### config.mk
export PLATFORM = sky130hd
export DESIGN_NAME = prescaled_updown_counter
export DESIGN_NICKNAME = d
export VERILOG_FILES = /design/src/rtl/prescaled_updown_counter_pkg.sv /design/src/rtl/prescaled_updown_counter_tick_prescaler.sv /design/src/rtl/prescaled_updown_counter.sv
export SDC_FILE = /design/constraint.sdc
export NUM_CORES = 1
export LEC_CHECK = 0
export CORE_MARGIN = 3
export CORE_UTILIZATION = 35
export CTS_CLUSTER_SIZE = 8
export DETAILED_ROUTE_END_ITERATION = 6
export PLACE_DENSITY_LB_ADDON = 0.12
export SYNTH_ARGS = -nofsm -noshare
export SYNTH_HDL_FRONTEND = slang
export SYNTH_HIERARCHICAL = 1
export SYNTH_SLANG_ARGS = --single-unit
### constraint.sdc
create_clock -name clk -period 3.05 [get_ports clk]
set_clock_uncertainty 0.05 [all_clocks]
set_input_delay 0.4575 -clock clk [delete_from_list [all_inputs] [get_ports clk]]
set_output_delay 0.4575 -clock clk [all_outputs]
set_load 0.02 [all_outputs]
### src/rtl/prescaled_updown_counter_pkg.sv
// counter_pkg: shared constants and helpers for the prescaled up/down counter
// and the blocks that reuse its tick prescaler.
package counter_pkg;

    // Direction encoding for the up_dn input.
    localparam logic DIR_UP   = 1'b1;
    localparam logic DIR_DOWN = 1'b0;

    // Default build parameters for the board-level display counters.
    localparam int DEF_WIDTH    = 4;
    localparam int DEF_MODULUS  = 16;
    localparam int DEF_DIV_BITS = 23;

    // Clamp a requested load value into the legal count range 0..modulus-1.
    function automatic logic [31:0] clamp_load(input logic [31:0] val,
                                               input logic [31:0] modulus);
        logic [31:0] max_v;
        max_v = modulus - 32'd1;
        if (val > max_v) begin
            return max_v;
        end else begin
            return val;
        end
    endfunction

endpackage

### src/rtl/prescaled_updown_counter_tick_prescaler.sv
// tick_prescaler: free-running DIV_BITS-bit divider that emits a one-cycle
// enable strobe each time it reaches all-ones. Shared with the display-refresh
// and debounce blocks; no derived clocks are produced.
module tick_prescaler #(
    parameter int DIV_BITS = 23
) (
    input  logic clk,
    input  logic reset,
    output logic tick
);

    localparam logic [DIV_BITS-1:0] ONE_C  = DIV_BITS'(1);
    localparam logic [DIV_BITS-1:0] ZERO_C = {DIV_BITS{1'b0}};
    localparam logic [DIV_BITS-1:0] ONES_C = {DIV_BITS{1'b1}};

    logic [DIV_BITS-1:0] pre_r;

    // Divider register: cleared by reset, otherwise wraps naturally.
    always_ff @(posedge clk) begin
        if (!reset) begin
            pre_r <= ZERO_C;
        end else begin
            pre_r <= pre_r + ONE_C;
        end
    end

    // The strobe is decoded directly from the divider and forced low in reset.
    assign tick = reset & (pre_r == ONES_C);

endmodule

### src/rtl/prescaled_updown_counter.sv
// prescaled_updown_counter: WIDTH-bit up/down modulo counter stepped by an
// internal prescaler strobe, with synchronous load and a terminal-count pulse.
// Build option: define PRESCALED_COUNTER_SATURATE_EN to saturate at the range
// limits instead of wrapping.
module prescaled_updown_counter
    import counter_pkg::*;
#(
    parameter int WIDTH    = DEF_WIDTH,
    parameter int MODULUS  = DEF_MODULUS,
    parameter int DIV_BITS = DEF_DIV_BITS
) (
    input  logic             clk,
    input  logic             reset,
    input  logic             en,
    input  logic             up_dn,
    input  logic             load,
    input  logic [WIDTH-1:0] load_val,
    output logic [WIDTH-1:0] count,
    output logic             tick,
    output logic             tc
);

    localparam logic [WIDTH-1:0] ZERO_C = {WIDTH{1'b0}};
    localparam logic [WIDTH-1:0] ONE_C  = WIDTH'(1);
    localparam logic [WIDTH-1:0] MAX_C  = WIDTH'(MODULUS - 1);

    logic             tick_s;
    logic [WIDTH-1:0] count_r;
    logic [WIDTH-1:0] count_next_s;
    logic             tc_r;
    logic             tc_next_s;

    tick_prescaler #(
        .DIV_BITS(DIV_BITS)
    ) u_tick_prescaler (
        .clk  (clk),
        .reset(reset),
        .tick (tick_s)
    );

    // Next-state: reset > load > (tick & en) > hold; tc only survives one cycle.
    always_comb begin
        count_next_s = count_r;
        tc_next_s    = 1'b0;
        if (!reset) begin
            count_next_s = ZERO_C;
            tc_next_s    = 1'b0;
        end else if (load) begin
            count_next_s = WIDTH'(clamp_load(32'(load_val), 32'(MODULUS)));
            tc_next_s    = 1'b0;
        end else if (tick_s && en) begin
            if (up_dn == DIR_UP) begin
`ifdef PRESCALED_COUNTER_SATURATE_EN
                if (count_r == MAX_C) begin
                    count_next_s = count_r;
                    tc_next_s    = 1'b0;
                end else begin
                    count_next_s = count_r + ONE_C;
                    tc_next_s    = (count_r == (MAX_C - ONE_C));
                end
`else
                if (count_r == MAX_C) begin
                    count_next_s = ZERO_C;
                    tc_next_s    = 1'b1;
                end else begin
                    count_next_s = count_r + ONE_C;
                    tc_next_s    = 1'b0;
                end
`endif
            end else begin
`ifdef PRESCALED_COUNTER_SATURATE_EN
                if (count_r == ZERO_C) begin
                    count_next_s = count_r;
                    tc_next_s    = 1'b0;
                end else begin
                    count_next_s = count_r - ONE_C;
                    tc_next_s    = (count_r == ONE_C);
                end
`else
                if (count_r == ZERO_C) begin
                    count_next_s = MAX_C;
                    tc_next_s    = 1'b1;
                end else begin
                    count_next_s = count_r - ONE_C;
                    tc_next_s    = 1'b0;
                end
`endif
            end
        end else begin
            count_next_s = count_r;
            tc_next_s    = 1'b0;
        end
    end

    // State registers; reset is already folded into the next-state logic.
    always_ff @(posedge clk) begin
        count_r <= count_next_s;
        tc_r    <= tc_next_s;
    end

    assign count = count_r;
    assign tc    = tc_r;
    assign tick  = tick_s;

endmodule

==> summary.md <==
| Metric | Value |
|---|---|
| M1 wire length | 1360 um |
| Slew Viols, Final | 0 |
| Routed wl met2 | 1270 um |
| CP bufs+invs | 1 |
| Number of I/O pins | 15 |
| Via/cell ratio | 5.23 |
| Layout cells sized above 1 | 6.56% |
| Area grow syn2layout | 18.0% |
| Mux contribution to synthesized area | 3.60% |
| First-pass GRT wire length | 5000 um |
| CP top delay family | simple AND/OR/NAND/NOR gates |
| Via count | 1209 |
| Fraction of registers with async set/reset | 0% |
| Sequential area share after synthesis | 40.3% |
| FMAX | 0.383 GHz |
| Area of the multi-input gates | 785 um^2 |
| FILL cells | 396 |
| Critical Path Start Type | flop |
| PwrDens | 389 mW/mm^2 |
| Inst Count DP | 227 |
| DP Area | 0.00159 mm^2 |
| Synth Area in Compound Gates | 11.0% |
| Initial DRC Count | 33 |
| CP Capture Type | output pin |
| PortBufs | 14 |
| Post-Layout Cell Count | 231 |
| Sequential standard cell area | 561 um^2 |
| Launch point of the worst path | u_tick_prescaler/pre_r[0] |
| YS warnings | 6 |
| TritonCTS clock tree | done |
| DIE WIDTH | 69.1 um |
| Grt ovf | 0 |
| Status | finished clean |
| VDD IR max | 0.160 mV |
| Synth area leader | dfxtp_1 |
| Yosys reg bits | 28 |
| Worst-path clk slew | 0.09 ns |
| PnR Total Power | 0.638 mW |
| # setup viols final | 0 |
| Clk root buf | clkbuf_8 |
| Simple-gate portion of the synthesized area | 30.3% |
| Initial Utilization | 37.2% |
| Top Layer Used | met4 |
| Critical path arrival | 2.10 ns |
| Crit Path Category | flop to output pin |
| CP max stage cell | dfxtp_1 |
| Post-synth EDFFs | 0 |
| Largest net degree at the start of global routing | 18 |
| RSZ-0062 raised after global routing | false |
| HP Class | flop to flop |
| Area contributors post-synth | dfxtp_1 40%, xnor2_1 5.7%, a21oi_1 4.3% |
| Final setup margin | 0.438 ns |
| Avg Inst Size Synth | 8.33 um^2 |
| Post-Synth XOR/XNOR Area | 8.81% |
| Maximum clock insertion buffer count | 2 |
| Actual slew at the worst max-slew pin | 0.463 ns |
| Slew headroom | 69.0% |
| TritonCTS Buffers | 3 |
| Core Region | 0.00374 mm^2 |
| Number of global-route vias before repair | 1117 |
| Gpl congestion | 0.757 |
| Cell-by-cell trace of the critical path | ha_1 > nand4_1 > nor4_2 > nand3_1 > nor2_1 > dlymetal6s2s_1 |
| CTS Hold Buffers Added | 0 |
| Clk sinks | 28 |
| Die Ht | 69.1 um |
| All-Layer GR Usage | 12.4% |
| WL/cell | 12.1 um |
| Worst R2R Start | u_tick_prescaler/pre_r[0] |
| Hold Startpoint | u_tick_prescaler/pre_r[0] |
| DP HPWL | 2020 um |
| Clock latency on the worst-skew pair | 0.27 ns |
| Final WL | 2790 um |
| MaxCap Viol Count | 0 |
| First-pass DRT Iterations | 4 |
| Most common cell in the netlist | dfxtp_1 |
| Largest fanout on the critical path | 5 |
| Largest family of logic cells by synthesized area | simple AND/OR/NAND/NOR gates |
| Finished Cell Area | 0.00164 mm^2 |
| Fin. Hold Viols | 0 |
| Dpl ws | 0.335 ns |
| Most used DFF post-synth | dfxtp_1 |
| WL met3 | 122 um |
| TNS Setup | 0 ns |
| WP data required | 2.54 ns |
| Synth unique cells | 33 |
| Post-route DRC | 0 |
| Max incr delay on CP | 0.40 ns |
| H-tree levels | 1 |
| Row count | 22 |
| Die area | 0.00477 mm^2 |
| Syn nets | 179 |
| Crit path time final | 2.61 ns |
| Post-Syn Instances | 167 |
| Adder-cell share of the synthesized area | 2.70% |
| Initial antenna violation count | 0 |
| Period utilisation layout | 85.6% |
| Final #Nets | 197 |
| Antenna diodes | 0 |
| Lkg Pwr | 0.605 nW |
| Synth top area share | 40.3% |
| Cell area after synthesis | 0.00139 mm^2 |
| Routed Antenna Nets | 0 |
| Commonest cells in the netlist | 28 x dfxtp_1, 16 x nor2_1, 15 x nand2_1 |
path summary, 6_finish.rpt:
| path | to | slack, ns | cells after the start |
|---|---|---|---|
| worst max register to register | count[3] | 0.62 | 9 |
| worst min-delay path | u_tick_prescaler/pre_r[0] | 0.44 | 1 |
| worst max-delay path | tick | 0.44 | 6 |
| worst min register to register | u_tick_prescaler/pre_r[0] | 0.44 | 1 |
cells by family after synthesis:
kind of cell             Yosys count
AND/OR/NAND/NOR                   77
AO/OA/AOI/OAI                     28
flip-flops                        28
XOR/XNOR                          14
buffers and inverters             12
multiplexers                       5
adder cells (fa/ha/maj)            3
registers in the layout, summed over array words and instances, names as in the netlist:
signal / count
u_tick_prescaler/pre_r: 23
tc: 1
count: 4
what timing repair did:
action | CTS | global route
buffers inserted | 0 | 1
resized for setup | 0 | 1
endpoints found under the setup margin | 0 | 1
layer usage:
layer | global-route usage, % | up-vias
li1 | - | 616
met1 | 17.0 | 567
met2 | 19.3 | 21
met3 | 3.06 | 5
met4 | 3.90 | 0
met5 | 0 | -
placed cells by master, fill, tap and decap left out, types with 4 or more instances in the layout:
master	netlist	routed
or3_1	4	4
nor3_1	4	4
a21oi_1	12	12
xor2_1	5	5
nand2_1	15	15
nand3_1	8	8
clkdlybuf4s50_1	0	13
nand4_1	8	8
nand2b_1	5	5
o21ai_0	11	11
dfxtp_1	28	28
xnor2_1	9	9
inv_1	6	6
mux2i_1	5	5
nor2_1	16	16
report_power, final:
| part | switching (mW) | internal, mW | total, mW |
|---|---|---|---|
| sequential | 0.0110 | 0.372 | 0.383 |
| clock | 0.108 | 0.0886 | 0.196 |
| combinational | 0.0276 | 0.0308 | 0.0584 |
final cells by class:
type                            instances  share of cell area [%]
Timing Repair Buffer                   17                    10.1
Sequential cell                        28                    34.1
Inverter                                8                    1.83
Tap cell                               48                    3.66
Clock buffer                            3                    2.52
Multi-Input combinational cell        127                    47.8
per-stage QoR:
stage          hold slack (ns)  util [%]
2_1_floorplan            0.388         -
3_3_place_gp             0.403      42.5
3_5_place_dp             0.424      42.5
4_1_cts                  0.445      43.6
5_1_grt                  0.475      43.9
6_report                 0.442      43.9
(Power assumes the default switching activity.)
==> variant: new RTL, same flow settings <==
Change the package constant `DEF_DIV_BITS` from 23 to 46.
--- a/src/rtl/prescaled_updown_counter_pkg.sv
+++ b/src/rtl/prescaled_updown_counter_pkg.sv
@@ -11,3 +11,3 @@
     localparam int DEF_MODULUS  = 16;
-    localparam int DEF_DIV_BITS = 23;
+    localparam int DEF_DIV_BITS = 46;
 
Check against the original RTL: no difference found for any inputs over 10 cycles, from zero or initial values and one cycle with reset low; that may be too few to reach the edited logic, so the function may still have changed.
==> variant against the original RTL <==
- synthesized area up 100%
- power up 81%
- critical path depth unchanged
- routed wire length up 130%
- worst setup slack better by 0.016 ns
- synthesized cell count up 99%
- non-clock buffer count up 8
- sequential cell count up 23
- utilization down 1.4 points
- register-to-register slack worse by 0.05 ns
- design area up 93%
- highest routed layer unchanged
==> variant: results (changes against the original RTL) <==
Status
  • Outcome: complete, no violations

Place
  • Routability-driven placement congestion ratio: 0.744 (-1.7%)
  • Pre-CTS worst setup slack: 0.276 ns (-0.0591 ns)
  • DP Wirelength: 4.39 mm (+120%)
  • Dpl cell area: 0.00307 sq mm (+93%)

Worst setup path
  • R2R Setup Slk: 0.57 ns (-0.05 ns)
  • Worst r2r path cells: 10 (+1)
  • Worst-path maximum fanout: 4 (-1)
  • Slowest Stage Delay on Critical Path: 0.38 ns (-0.02 ns)

Pwr
  • Leak Pwr: 0.987 nW (+63%)
  • Peak supply drop: 0.164 mV (+2.6%)

Clock network
  • Clock latency on the worst-skew pair: 0.30 ns (+0.03 ns)
  • H-Tree Depth: 2 (+1)
  • Cts bufs inserted: 5 (+2)

Finish
  • Layout cell share with drive strength beyond 1: 11.1% (+4.6 points)
  • Final Util: 42.4% (-1.4 points)
  • Non-clock buffer share: 7.10% (-3.0 points)
  • Layout clock buffers: 6 (+3)
  • Fill cell count: 771 (+95%)
  • Footprint of the multi-input gates: 0.00167 sq mm (+110%)
  • Final net count: 362 (+84%)
  • Storage cell area: 0.00102 sq mm (+82%)
  • Max reg flops: 46 (+100%)
  • ClkCell Share: 2.76% (+0.24 points)
  • Comb_multi_in: 254 (+100%)

Timing
  • Final worst slack: 0.454 ns (+0.0157 ns)
  • Worst rel slew slack: 54.0% (-15 points)

Global route
  • First-pass GRT wire length: 10.8 mm (+120%)
  • Pin count of the biggest net entering global routing: 46 (+28)
  • GRT Total Usage: 14.9% (+2.4 points)
  • Vias in the first global route: 2254 (+100%)

Synth
  • Post-Syn Nets: 345 (+93%)
  • Commonest cells post-synth: 51 x dfxtp_1, 34 x nand2_1, 22 x nand3_1
  • Ranking of synthesized cells by area: dfxtp_1 37%, mux2i_1 6.1%, nor4_2 5.4%

Route
  • Starting DRT DRC Count: 135 (+310%)
  • Vias: 2438 (+100%)

Floorplanning
  • Num tapcells: 99 (+110%)
==> variant: cells by family after synthesis <==
kind of cell,synth area share [%]
buf+inv,4.17
compound gates,10.8
mux,6.09
simple gates,36.6
fa+ha+maj,1.34
flops,36.6
xor+xnor,4.39
==> variant: worst reg2reg max path, delay by kind of cell (launching register included) <==
| kind | cells | cell delay [ns] |
|---|---|---|
| AOI/OAI and AO/OA | 3 | 0.49 |
| adders and majority gates | 1 | 0.24 |
| buffers and inverters | 1 | 0.18 |
| DFF | 1 | 0.38 |
| and+or+nand+nor | 5 | 1.06 |
==> variant: power breakdown <==
part,total (mW),internal (mW),switching [mW]
clock,0.399,0.179,0.220
combinational,0.0753,0.0347,0.0405
sequential,0.683,0.672,0.0105
total,1.16,0.886,0.271
==> variant: metal layers <==
layer	vias up	routed length, microns	global-route usage [%]	share of wire (%)
met2	28	2860	23.3	45
met3	5	234	2.76	3.7
met5	-	0	0	0
met4	0	45	3.61	0.71
met1	1150	3180	21.1	50
li1	1255	-	-	-
